==> config.mk <==
export PLATFORM = sky130hd
export DESIGN_NAME = setpoint_ramp_watchdog
export DESIGN_NICKNAME = d
export VERILOG_FILES = /design/src/rtl/setpoint_ramp_watchdog.sv
export SDC_FILE = /design/constraint.sdc
export NUM_CORES = 1
export LEC_CHECK = 0
export BUFFER_PORTS_ARGS = -buffer_cell sky130_fd_sc_hd__buf_2
export CAP_MARGIN = 20
export CELL_PAD_IN_SITES_DETAIL_PLACEMENT = 0
export CELL_PAD_IN_SITES_GLOBAL_PLACEMENT = 1
export CORE_MARGIN = 3
export CORE_UTILIZATION = 42
export DETAILED_ROUTE_END_ITERATION = 6
export PLACE_DENSITY_LB_ADDON = 0.1
export SYNTH_ARGS = -nofsm -noshare
export SYNTH_HDL_FRONTEND = slang
export SYNTH_SLANG_ARGS = --single-unit
==> constraint.sdc <==
create_clock -name FPGA_CLK1_50 -period 4.45 [get_ports FPGA_CLK1_50]
set_input_delay 0.2225 -clock FPGA_CLK1_50 [delete_from_list [all_inputs] [get_ports FPGA_CLK1_50]]
set_output_delay 0.2225 -clock FPGA_CLK1_50 [all_outputs]
set_load 0.01 [all_outputs]
==> src/rtl/setpoint_ramp_watchdog.sv <==
// Purpose     : slew-limited signed RPM setpoint generator with command-loss watchdog, one per traction side.
// Latency     : setpoint/at_target update on the edge after a tick; target/state on the edge after cmd_valid.
// Backpressure: none; tick and cmd_valid are single-cycle strobes that are always accepted.
//
// Ports
//   FPGA_CLK1_50  in   1   system clock, rising edge
//   RESET_N       in   1   asynchronous active-low reset
//   tick          in   1   control-tick strobe (every 5 ms)
//   cmd_valid     in   1   strobe: cmd_rpm/cmd_dir carry a new command
//   cmd_rpm       in   8   unsigned command magnitude, RPM
//   cmd_dir       in   2   01 = forward, 11 = reverse, 00/10 = stop
//   setpoint      out  16  signed RPM setpoint (two's complement)
//   at_target     out  1   setpoint equals the current target
//   timeout       out  1   high while in FAILSAFE
//   state_o       out  2   00 = IDLE, 01 = RUN, 10 = FAILSAFE

module setpoint_ramp_watchdog #(
    parameter int STEP          = 2,    // max setpoint change per tick, RPM (1..255)
    parameter int MAX_RPM       = 200,  // command magnitude limit, RPM (0..255)
    parameter int TIMEOUT_TICKS = 100   // silent ticks before failsafe (>= 1)
) (
    input  logic        FPGA_CLK1_50,
    input  logic        RESET_N,
    input  logic        tick,
    input  logic        cmd_valid,
    input  logic [7:0]  cmd_rpm,
    input  logic [1:0]  cmd_dir,
    output logic [15:0] setpoint,
    output logic        at_target,
    output logic        timeout,
    output logic [1:0]  state_o
);

    // ------------------------------------------------------------------
    // Constants
    // ------------------------------------------------------------------
    // Counter wide enough to hold TIMEOUT_TICKS-1 for any legal value.
    localparam int WD_W = (TIMEOUT_TICKS < 2) ? 1 : $clog2(TIMEOUT_TICKS);

    localparam logic [WD_W-1:0]    WD_LAST = WD_W'(TIMEOUT_TICKS - 1);
    localparam logic [7:0]         MAG_MAX = 8'(MAX_RPM);
    localparam logic signed [16:0] STEP_X  = 17'(STEP);

    typedef enum logic [1:0] {
        ST_IDLE     = 2'b00,
        ST_RUN      = 2'b01,
        ST_FAILSAFE = 2'b10
    } state_t;

    // ------------------------------------------------------------------
    // State
    // ------------------------------------------------------------------
    state_t             state_q,  state_d;
    logic signed [15:0] target_q, target_d;
    logic signed [15:0] sp_q,     sp_d;
    logic [WD_W-1:0]    wd_q,     wd_d;
    logic               at_tgt_q, at_tgt_d;

    // ------------------------------------------------------------------
    // Command decode: saturate magnitude, apply direction sign.
    // ------------------------------------------------------------------
    logic [7:0]         cmd_mag;
    logic signed [15:0] cmd_tgt;

    always_comb begin
        cmd_mag = (cmd_rpm > MAG_MAX) ? MAG_MAX : cmd_rpm;
        cmd_tgt = '0;
        unique case (cmd_dir)
            2'b01:   cmd_tgt = $signed({8'd0, cmd_mag});
            2'b11:   cmd_tgt = 16'sd0 - $signed({8'd0, cmd_mag});
            default: cmd_tgt = '0;   // 00 = stop, 10 = illegal, treated as stop
        endcase
    end

    // ------------------------------------------------------------------
    // Ramp step. A command arriving in the tick cycle steers the step
    // toward the new target; otherwise the registered target is used.
    // On failsafe entry the registered (old) target is still used for
    // that one step; the forced zero target takes effect from the next
    // tick onward.
    // ------------------------------------------------------------------
    logic signed [15:0] ramp_tgt;
    logic signed [16:0] sp_x, tg_x, up_x, dn_x, ramp_x;

    always_comb begin
        ramp_tgt = cmd_valid ? cmd_tgt : target_q;
        sp_x     = {sp_q[15], sp_q};
        tg_x     = {ramp_tgt[15], ramp_tgt};
        up_x     = sp_x + STEP_X;
        dn_x     = sp_x - STEP_X;
        ramp_x   = sp_x;
        if (sp_x < tg_x) begin
            ramp_x = (up_x > tg_x) ? tg_x : up_x;   // clamp: never overshoot
        end else if (sp_x > tg_x) begin
            ramp_x = (dn_x < tg_x) ? tg_x : dn_x;
        end
    end

    // ------------------------------------------------------------------
    // Next-state logic
    // ------------------------------------------------------------------
    always_comb begin
        state_d  = state_q;
        target_d = target_q;
        sp_d     = sp_q;
        wd_d     = wd_q;
        at_tgt_d = at_tgt_q;

        unique case (state_q)
            ST_IDLE: begin
                wd_d = '0;
                if (cmd_valid) begin
                    state_d  = ST_RUN;
                    target_d = cmd_tgt;
                end
            end

            ST_RUN: begin
                if (cmd_valid) begin
                    // Command wins over a coincident tick: no failsafe entry.
                    target_d = cmd_tgt;
                    wd_d     = '0;
                end else if (tick) begin
                    if (wd_q == WD_LAST) begin
                        state_d  = ST_FAILSAFE;
                        target_d = '0;
                        wd_d     = '0;
                    end else if (wd_q < WD_LAST) begin
                        wd_d = wd_q + 1'b1;   // saturating, never wraps
                    end
                end
            end

            ST_FAILSAFE: begin
                wd_d = '0;
                if (cmd_valid) begin
                    state_d  = ST_RUN;
                    target_d = cmd_tgt;
                end
            end

            default: begin
                state_d  = ST_IDLE;
                target_d = '0;
                wd_d     = '0;
            end
        endcase

        // Setpoint only moves on ticks outside IDLE.
        if (tick && (state_q == ST_RUN || state_q == ST_FAILSAFE)) begin
            sp_d = 16'(ramp_x);
        end

        // Registered from next-cycle values so it lines up with setpoint.
        at_tgt_d = (sp_d == target_d);
    end

    // ------------------------------------------------------------------
    // Registers
    // ------------------------------------------------------------------
    always_ff @(posedge FPGA_CLK1_50 or negedge RESET_N) begin
        if (!RESET_N) begin
            state_q  <= ST_IDLE;
            target_q <= '0;
            sp_q     <= '0;
            wd_q     <= '0;
            at_tgt_q <= 1'b1;
        end else begin
            state_q  <= state_d;
            target_q <= target_d;
            sp_q     <= sp_d;
            wd_q     <= wd_d;
            at_tgt_q <= at_tgt_d;
        end
    end

    // ------------------------------------------------------------------
    // Outputs
    // ------------------------------------------------------------------
    assign setpoint  = sp_q;
    assign at_target = at_tgt_q;
    assign timeout   = (state_q == ST_FAILSAFE);
    assign state_o   = state_q;

endmodule
**Word-level counts from Yosys, hierarchy flattened**

Index checks and enable logic that the tools add are counted.
Widths: inputs -> output; s select.

- Register bits: 42
- Input bits: 14
- Output and inout port bits: 20
- Word-level logic and storage cells: 55

- Add/subtract/negate cells: 4
- $lt $le $gt $ge: 6
- Equal/unequal tests: 12
- Multiplexer cells: 22
- Reduce and logical (&&, ||, !) cells: 6

Operators by type and width:

| cell | number |
|---|---|
| $mux 16 | 9 |
| $pmux 16 s2 | 2 |
| $mux 7 | 5 |
| $add 16x3->17 const B | 1 |
| $gt 17x16->1 | 1 |
| $lt 17x16->1 | 1 |
| $sub 16x3->17 const B | 1 |
| $eq 16x16->1 | 1 |
| $gt 16x16->1 | 1 |
| $lt 16x16->1 | 1 |
| $sub 1x8->9 const A | 1 |
| $gt 8x8->1 const B | 1 |
| $mux 2 | 4 |
| $mux 8 | 1 |
| $add 7x1->7 const B | 1 |
| $eq 7x7->1 const B | 1 |
| $lt 7x7->1 const B | 1 |
| $ne 2x2->1 const B | 3 |
| $eq 2x1->1 const B | 2 |
| $eq 2x2->1 const B | 2 |
| $ne 4x4->1 const B | 1 |
| $pmux 2 s2 | 1 |
| $reduce_and 4->1 | 1 |
| $ne 3x3->1 const B | 1 |
| 6 further kinds | 6 |

**Logic depth before layout (Yosys ltp)**

Gate-level depths: netlist of run 1.

- Depth after elaboration: 11
- Gate-level depth with buffers: 20
- Depth with buffers taken out: 18

**Worst setup path before layout of run 1**

OpenSTA, ideal clock, no wires.

- Kind: register -> register
- Start: register sp_q[1] (netlist: setpoint[1])
- End: register at_tgt_q (netlist: at_target)
- Library setup time: 0.089 ns
- Arrival: 4.737 ns
- Data required time: 4.361 ns
- Path slack: -0.376 ns
- Cell stages (with the launch flop): 19
- Path buffers: 1
- Period minus slack after synthesis: 4.826 ns
- Cell sequence: dfrtp_1 > clkbuf_1 > inv_1 > ha_1 > nor4b_1 > nand2_1 > nor4_1 > xor2_1 > ha_1 > nand3_1 > nand4b_1 > a2111o_1 > nor3_2 > nor2_1 > o22ai_1 > nand2_1 > o221a_1 > a2111o_1 > nor4b_2

- Longest elaborated chain between the ends: 7
- Elaborated cells between the ends (all ways): 12
- Classes of those cells: 2 x add/sub; 4 x order compare; 1 x eq/ne; 5 x mux

Ends and longest elaborated chain:

| what | line | RTL |
|---|---|---|
| start, declared | 55 | `logic signed [15:0] sp_q, sp_d;` |
| start signal, assigned | 171 | `sp_q <= sp_d;` |
| $sub 16x3->17 | 90 | `dn_x = sp_x - STEP_X;` |
| $lt 17x16->1 | 95 | `ramp_x = (dn_x < tg_x) ? tg_x : dn_x;` |
| $mux 16 | 95 |  |
| $mux 16 | 94 | `end else if (sp_x > tg_x) begin` |
| $mux 16 | 92 | `if (sp_x < tg_x) begin` |
| $mux 16 (*) | 150 | `if (tick && (state_q == ST_RUN \|\| state_q == ST_FAILSAFE)) begin` |
| $eq 16x16->1 (*) | 155 | `at_tgt_d = (sp_d == target_d);` |
| named net at_tgt_d | 57 | `logic at_tgt_q, at_tgt_d;` |
| end signal, assigned | 173 | `at_tgt_q <= at_tgt_d;` |
| end, declared | 57 |  |

Mark *: on every way through the listed nets, which the timed path passes. The rest lies on a longest branch.
A chain may end at the register's enable or synchronous reset.

**Worst setup path in the final report of run 1**

Same ends and word-level chain as after synthesis.

==> results of run 1 <==
-- state kept, by name, indices dropped and copies added (netlist names) --
signal     cells
at_target      1
setpoint      16
state_o        2
target_q      16
wd_q           7
-- path summary, 6_finish.rpt --
check                      slack [ns]         from            to  depth (start not counted)
max reg2reg                     -0.05  setpoint[1]     at_target                         20
min                              0.31      RESET_N  setpoint[11]                          2
min in group FPGA_CLK1_50        0.38         tick    state_o[1]                          3
max                             -0.05  setpoint[1]     at_target                         20
min reg2reg                      0.54      wd_q[3]       wd_q[3]                          1
max in group asynchronous        3.61      RESET_N     at_target                          3
-- what timing repair did --
item,in CTS,in global routing
setup buffers,6,11
hold buffers,0,1
endpoints found under the hold margin,0,7
pin swaps,16,34
resized for setup,28,49
setup endpoints to repair,1,1
gates cloned,0,1
-- worst max-delay path: cells and delay by family, from the launching register on --
kind            cells  cell delay [ns]
fa+ha+maj           2             0.42
compound gates      6             1.55
buf+inv             4             0.50
xor+xnor            1             0.12
simple gates        7             1.39
flops               1             0.44
-- area by class of cell --
| cell class | count | area share |
|---|---|---|
| multi-input cells | 526 | 0.568 |
| repair buffers | 211 | 0.226 |
| flip-flops and latches | 42 | 0.148 |
| well taps | 140 | 0.0245 |
| clock buffers | 5 | 0.0175 |
| inverters | 23 | 0.0124 |
| clock inverters | 3 | 0.00333 |
-- stage by stage --
step	setup TNS (ns)	instance area, sq um	cells	utilization	power, mW
after global routing	-0.287	7140	950	0.639	5.83
after CTS	-0.115	6770	936	0.606	5.09
after detailed placement	-0.854	6430	922	0.576	4.55
final	-0.0499	7140	950	0.639	5.49
after global placement	-0.524	6430	922	0.576	4.49
after floorplan	0	5000	621	-	2.69
-- report_power, final --
group / internal [mW] / switching [mW] / leakage (nW)
clock: 0.211 / 0.188 / 0.0664
sequential: 0.471 / 0.128 / 0.535
combinational: 2.11 / 2.38 / 2.66
total: 2.79 / 2.69 / 3.26
-- per-layer routing --
metal,track usage,wire (um),up-vias
li1,-,-,2733
met1,0.420,8720,2833
met2,0.508,9570,310
met3,0.0449,1600,66
met4,0.137,974,0
met5,0,0,-
-- kinds of logic after synthesis --
logic type / count (synthesis) / synth area share
AO/OA/AOI/OAI: 187 / 0.263
XOR/XNOR: 32 / 0.0569
adder cells (fa/ha/maj): 55 / 0.140
buffers and inverters: 54 / 0.0432
flip-flops: 42 / 0.214
multiplexers: 9 / 0.0203
AND/OR/NAND/NOR: 242 / 0.263
-- synthesized netlist by cell type, types with 10 or more instances --
cell / count / area [sq um]
nand2_1: 65 / 244
ha_1: 55 / 688
dfrtp_1: 41 / 1030
a21oi_1: 40 / 200
nand3_1: 37 / 185
o21ai_0: 34 / 170
nor2_1: 33 / 124
clkbuf_1: 28 / 105
inv_1: 23 / 86.3
nor3_1: 20 / 100
xnor2_1: 19 / 166
xor2_1: 13 / 114
and3_1: 12 / 75.1
o211ai_1: 11 / 82.6
or3_1: 11 / 68.8
nand4_1: 10 / 62.6
==> summary.md, run 1 <==
| Metric | Value |
|---|---|
| Status | `finished with violations` |
| Failing checks | `negative setup slack` |
| WP data required | `4.67 ns` |
| Nets | `878` |
| Tcrit/Tclk final | `1.01` |
| Minimum hold slack | `0.307 ns` |
| TritonCTS clock tree | `built` |
| Maximum vdd drop | `0.000442 V` |
| Leak pwr | `3.26 nW` |
| Antenna viol nets, final | `0` |
| IO Port Bufs | `33` |
| Starting Density | `0.441` |
| Row cnt | `38` |
| Pwr/cell area | `769 mW/mm^2` |
| H-tree Lvls | `2` |
| Drt pass-1 iters | `5` |
| Congestion Overflow GR | `0` |
| Pre-CTS setup slack | `-0.662 ns` |
| Count of different cell masters after synthesis | `81` |
| CP arrival | `4.72 ns` |
| Area of the multi-input gates | `0.00405 sq mm` |
| Antenna violations before repair | `0` |
| Core Box Area | `0.0112 sq mm` |
| Vias in the first global route | `5769` |
| Die area | `0.0131 sq mm` |
| Sequential fraction of the synthesis area | `0.214` |
| Clock tree root driver cell | `clkbuf_16` |
| Worst setup SP type | `register` |
| Element type at the critical path end | `register` |
| # setup viols final | `1` |
| HP Class | `input port to asynchronous set/reset pin` |
| Most common cell after layout, fill and taps aside | `buf_4` |
| Iteration-0 DRC count of the detailed router | `548` |
| CTS buffer count | `5` |
| Max-Cap Viols | `0` |
| Post-DR wirelength/cell | `22.0 um` |
| Pin count of the biggest net entering global routing | `43` |
| Final hold violations | `0` |
| Critical Path Most Common Cell | `buf_4` |
| Syn_nets | `690` |
| I/O pin count | `34` |
| Hpwl dp | `16.2 mm` |
| Final setup margin | `-0.0499 ns` |
| Worst-skew pair later-pin latency | `0.30 ns` |
| Setup Skew | `0.0119 ns` |
| Ant diodes | `0` |
| Die span in y | `114 um` |
| CTS max path bufs | `2` |
| Kind of critical path | `register to register` |
| Crit Path Max Fanout | `6` |
| Via count | `5942` |
| Max-slew violations | `0` |
| Total Wirelength | `20.9 mm` |
| Most frequent cells in the layout | `buf_4 (167), nand2_1 (59), ha_1 (49)` |
| Yosys warning count | `0` |
| Filler cells | `967` |
| Slowest CP cell | `a2111o_1` |
| Unrepaired setup endpoints after global routing | `true` |
| FMAX | `222 MHz` |
| Die width | `114 um` |
| Critical Path Max Stage Delay | `0.50 ns` |
| Layout cell share with drive strength beyond 1 | `0.365` |
| Area Growth Syn to Fin | `44.8%` |
| Mean Syn Cell Area | `7.94 sq um` |
| Synth Register Bits | `42` |
| First-pass GRT wire length | `31.9 mm` |
| Syn Inst Count | `621` |
| DRC viols | `0` |
| Mapped cell area | `0.00493 sq mm` |
| GRT Total Usage | `0.315` |
| Relative slew slack | `0.531` |
| Crit-path cells | `inv_2 -> ha_2 -> nor4b_4 -> nand2_2 -> buf_4 -> nor2_1 -> xnor2_1 -> inv_1 -> ha_4 -> a21oi_1 -> nand2_1 -> a2111o_1 -> nor3_4 -> or2_1 -> o211ai_1 -> a21o_1 -> a2111oi_2 -> buf_4 -> o2111ai_4 -> nor4b_2` |
| Least-Margin Pin Slew | `0.699 ns` |
| Top FF cell, synth | `dfrtp_1` |
| Storage cell area | `0.00105 sq mm` |
| Final worst path period need | `4.50 ns` |
| Synth async-reset ratio | `1.00` |
| DR vias/cell | `6.25` |
| Clock transition at path regs | `0.08 ns` |
| EDFF count, synth | `0` |
| Clk sinks | `42` |
| RD Place Congestion | `0.992` |
No activity file was read; power rests on OpenSTA's default activity.
==> run 2: changes to the inputs <==
--- a/config.mk
+++ b/config.mk
@@ -13,6 +13,7 @@
 export CORE_UTILIZATION = 42
 export DETAILED_ROUTE_END_ITERATION = 6
 export PLACE_DENSITY_LB_ADDON = 0.1
+export SETUP_SLACK_MARGIN = 0.5
 export SYNTH_ARGS = -nofsm -noshare
 export SYNTH_HDL_FRONTEND = slang
 export SYNTH_SLANG_ARGS = --single-unit
==> summary.md, run 2 (synthesized netlist as in run 1, its figures left out) <==
| Metric | Value |
|---|---|
| Kind of critical path | `input port to register (was register to register)` |
| Critical Path Max Stage Delay | `0.42 ns (was 0.50 ns)` |
| Crit path max-delay family | `compound AO/OA/AOI/OAI gates (unchanged)` |
| H-tree Lvls | `2 (unchanged)` |
| HP Class | `input port to asynchronous set/reset pin (unchanged)` |
| Row cnt | `38 (unchanged)` |
| GRT Total Usage | `0.303 (was 0.315)` |
| Worst setup SP type | `input port (was register)` |
| Switching Fraction | `0.485 (was 0.491)` |
| Congestion Overflow GR | `0 (unchanged)` |
| Max-Cap Viols | `0 (unchanged)` |
| CTS buffer count | `5 (unchanged)` |
| Filler cells | `972 (was 967)` |
| Final hold violations | `0 (unchanged)` |
| Least-Margin Pin Slew | `0.923 ns (was 0.699 ns)` |
| Die area | `0.0131 sq mm (unchanged)` |
| Hpwl dp | `15.3 mm (was 16.2 mm)` |
| Area Growth Syn to Fin | `42.4% (was 44.8%)` |
| Post-DR wirelength/cell | `20.9 um (was 22.0 um)` |
| WP data required | `4.64 ns (was 4.67 ns)` |
| Maximum vdd drop | `0.000380 V (was 0.000442 V)` |
| FMAX | `226 MHz (was 222 MHz)` |
| Clock tree root driver cell | `clkbuf_16 (unchanged)` |
| Relative slew slack | `0.378 (was 0.531)` |
| TritonCTS clock tree | `built (unchanged)` |
| Minimum hold slack | `0.0713 ns (was 0.307 ns)` |
| Worst r2r path cells | `17 (was 20)` |
| Core Box Area | `0.0112 sq mm (unchanged)` |
| Leak pwr | `3.19 nW (was 3.26 nW)` |
| Ant diodes | `0 (unchanged)` |
| IO Port Bufs | `33 (unchanged)` |
| Crit-path cells | `buf_4 -> o311ai_4 -> nand2_1 -> ha_2 -> or3b_4 -> buf_6 -> o211a_4 -> a21oi_4 -> ha_1 -> nand2_1 -> nor4_4 -> a211oi_4 -> mux2_4 -> nor4_4 -> o211ai_1 -> a221o_1 -> o221a_1 -> a2111o_1 -> nor4b_2 (was inv_2 -> ha_2 -> nor4b_4 -> nand2_2 -> buf_4 -> nor2_1 -> xnor2_1 -> inv_1 -> ha_4 -> a21oi_1 -> nand2_1 -> a2111o_1 -> nor3_4 -> or2_1 -> o211ai_1 -> a21o_1 -> a2111oi_2 -> buf_4 -> o2111ai_4 -> nor4b_2)` |
| Max-slew violations | `0 (unchanged)` |
| CTS max path bufs | `2 (unchanged)` |
| Comb pwr share | `0.814 (was 0.818)` |
| Drt pass-1 iters | `5 (unchanged)` |
| Antenna viol nets, final | `0 (unchanged)` |
| DR vias/cell | `6.07 (was 6.25)` |
| Final worst path period need | `4.43 ns (was 4.50 ns)` |
| Antenna violations before repair | `0 (unchanged)` |
| Iteration-0 DRC count of the detailed router | `421 (was 548)` |
| Sw Pwr | `2.54 mW (was 2.69 mW)` |
| Clock transition at path regs | `0.06 ns (was 0.08 ns)` |
| Clock network power share | `0.068 (was 0.073)` |
| Worst-skew pair later-pin latency | `0.29 ns (was 0.30 ns)` |
| Vias in the first global route | `5616 (was 5769)` |
| Pwr/cell area | `745 mW/mm^2 (was 769 mW/mm^2)` |
| Internal Power | `2.69 mW (was 2.79 mW)` |
| Reg power frac | `0.118 (was 0.109)` |
| Reg2reg setup slack | `0.04 ns (was -0.05 ns)` |
| Clk sinks | `42 (unchanged)` |
| Slowest CP cell | `or3b_4 (was a2111o_1)` |
| Layout cell share with drive strength beyond 1 | `0.361 (was 0.365)` |
| DRC viols | `0 (unchanged)` |
| I/O pin count | `34 (unchanged)` |
| Unrepaired setup endpoints after global routing | `true (unchanged)` |
| Die span in y | `114 um (unchanged)` |
| CP arrival | `4.62 ns (was 4.72 ns)` |
| Die width | `114 um (unchanged)` |
| R2R Path End | `at_target (unchanged)` |
| First-pass GRT wire length | `30.7 mm (was 31.9 mm)` |
| Most frequent cells in the layout | `buf_4 (157), nand2_1 (62), ha_1 (47) (was buf_4 (167), nand2_1 (59), ha_1 (49))` |
| Post-placement cell area | `0.00634 sq mm (was 0.00643 sq mm)` |
| WP buf/inv | `2 (was 4)` |
| R2r startpoint | `setpoint[1] (unchanged)` |
| Post-Layout Inst Area | `0.00702 sq mm (was 0.00714 sq mm)` |
| Total Wirelength | `19.6 mm (was 20.9 mm)` |
| Element type at the critical path end | `register (unchanged)` |
| Pin count of the biggest net entering global routing | `43 (unchanged)` |
| Setup Skew | `0.00811 ns (was 0.0119 ns)` |
| RD Place Congestion | `0.942 (was 0.992)` |
| Fin util | `0.628 (was 0.639)` |
| Crit Path Max Fanout | `5 (was 6)` |
| Via count | `5679 (was 5942)` |
| Starting Density | `0.441 (unchanged)` |
| Tcrit/Tclk final | `0.997 (was 1.01)` |
| # setup viols final | `0 (was 1)` |
| Setup TNS | `0 ns (was -0.0499 ns)` |
| Most common cell after layout, fill and taps aside | `buf_4 (unchanged)` |
| Status | `finished clean (was finished with violations)` |
| Nets | `864 (was 878)` |
run 2: changes by cell type in the layout (fill, tap and decap cells not counted), sizes merged:
cell,change
dlygate4sd3,-1
clkinv,+2
clkinvlp,-2
inv,-1
buf,-13
run 2: power groups by stage:
stage | combinational, mW | clock, mW | sequential, mW
CTS | 4.05 | 0.361 | 0.609
finish | 4.25 | 0.355 | 0.617
global route | 4.58 | 0.378 | 0.629
global placement | 3.71 | 0 | 0.599
detailed placement | 3.75 | 0 | 0.597
floorplan | 2.15 | 0 | 0.592
run 2: worst max path at each step:
| stage | startpoint | to | slack (ns) | depth (start not counted) |
|---|---|---|---|---|
| after floorplan | cmd_rpm[5] | at_target | 0.15 | 18 |
| after global placement | cmd_rpm[5] | at_target | -0.35 | 21 |
| after detailed placement | cmd_rpm[5] | at_target | -0.46 | 21 |
| after CTS | setpoint[1] | at_target | 0.11 | 20 |
| after global routing | cmd_rpm[3] | at_target | -0.25 | 19 |
| final | cmd_rpm[3] | at_target | 0.02 | 19 |
run 2: repair_timing:
action,CTS,global route
buffers inserted,17,11
pin swaps,33,8
endpoints found under the setup margin,7,11
gates cloned,1,0
hold buffers,0,0
gates resized for setup,45,22
run 2: through the flow:
step           power [mW]  std cells  worst slack [ns]
3_5_place_dp         4.34        899            -0.460
2_1_floorplan        2.75        621             0.154
4_1_cts              5.02        924             0.106
5_1_grt              5.59        935            -0.249
6_report             5.23        935            0.0155
3_3_place_gp         4.31        899            -0.351
run 2: final cells by class:
cell class,count,area (sq um),share of cell area
tap,140,175,0.0250
sequential,42,1050,0.150
multi-input combinational,526,4110,0.586
clock buffer,5,125,0.0178
clock inverter,2,10.0,0.00143
inverter,23,86.3,0.0123
timing repair buffer,197,1460,0.207
run 2: per-layer routing:
layer,vias up,wire length [um],track usage
li1,2704,-,-
met1,2728,8500,0.404
met2,208,9410,0.521
met3,39,1140,0.0322
met4,0,520,0.0863
met5,-,0,0
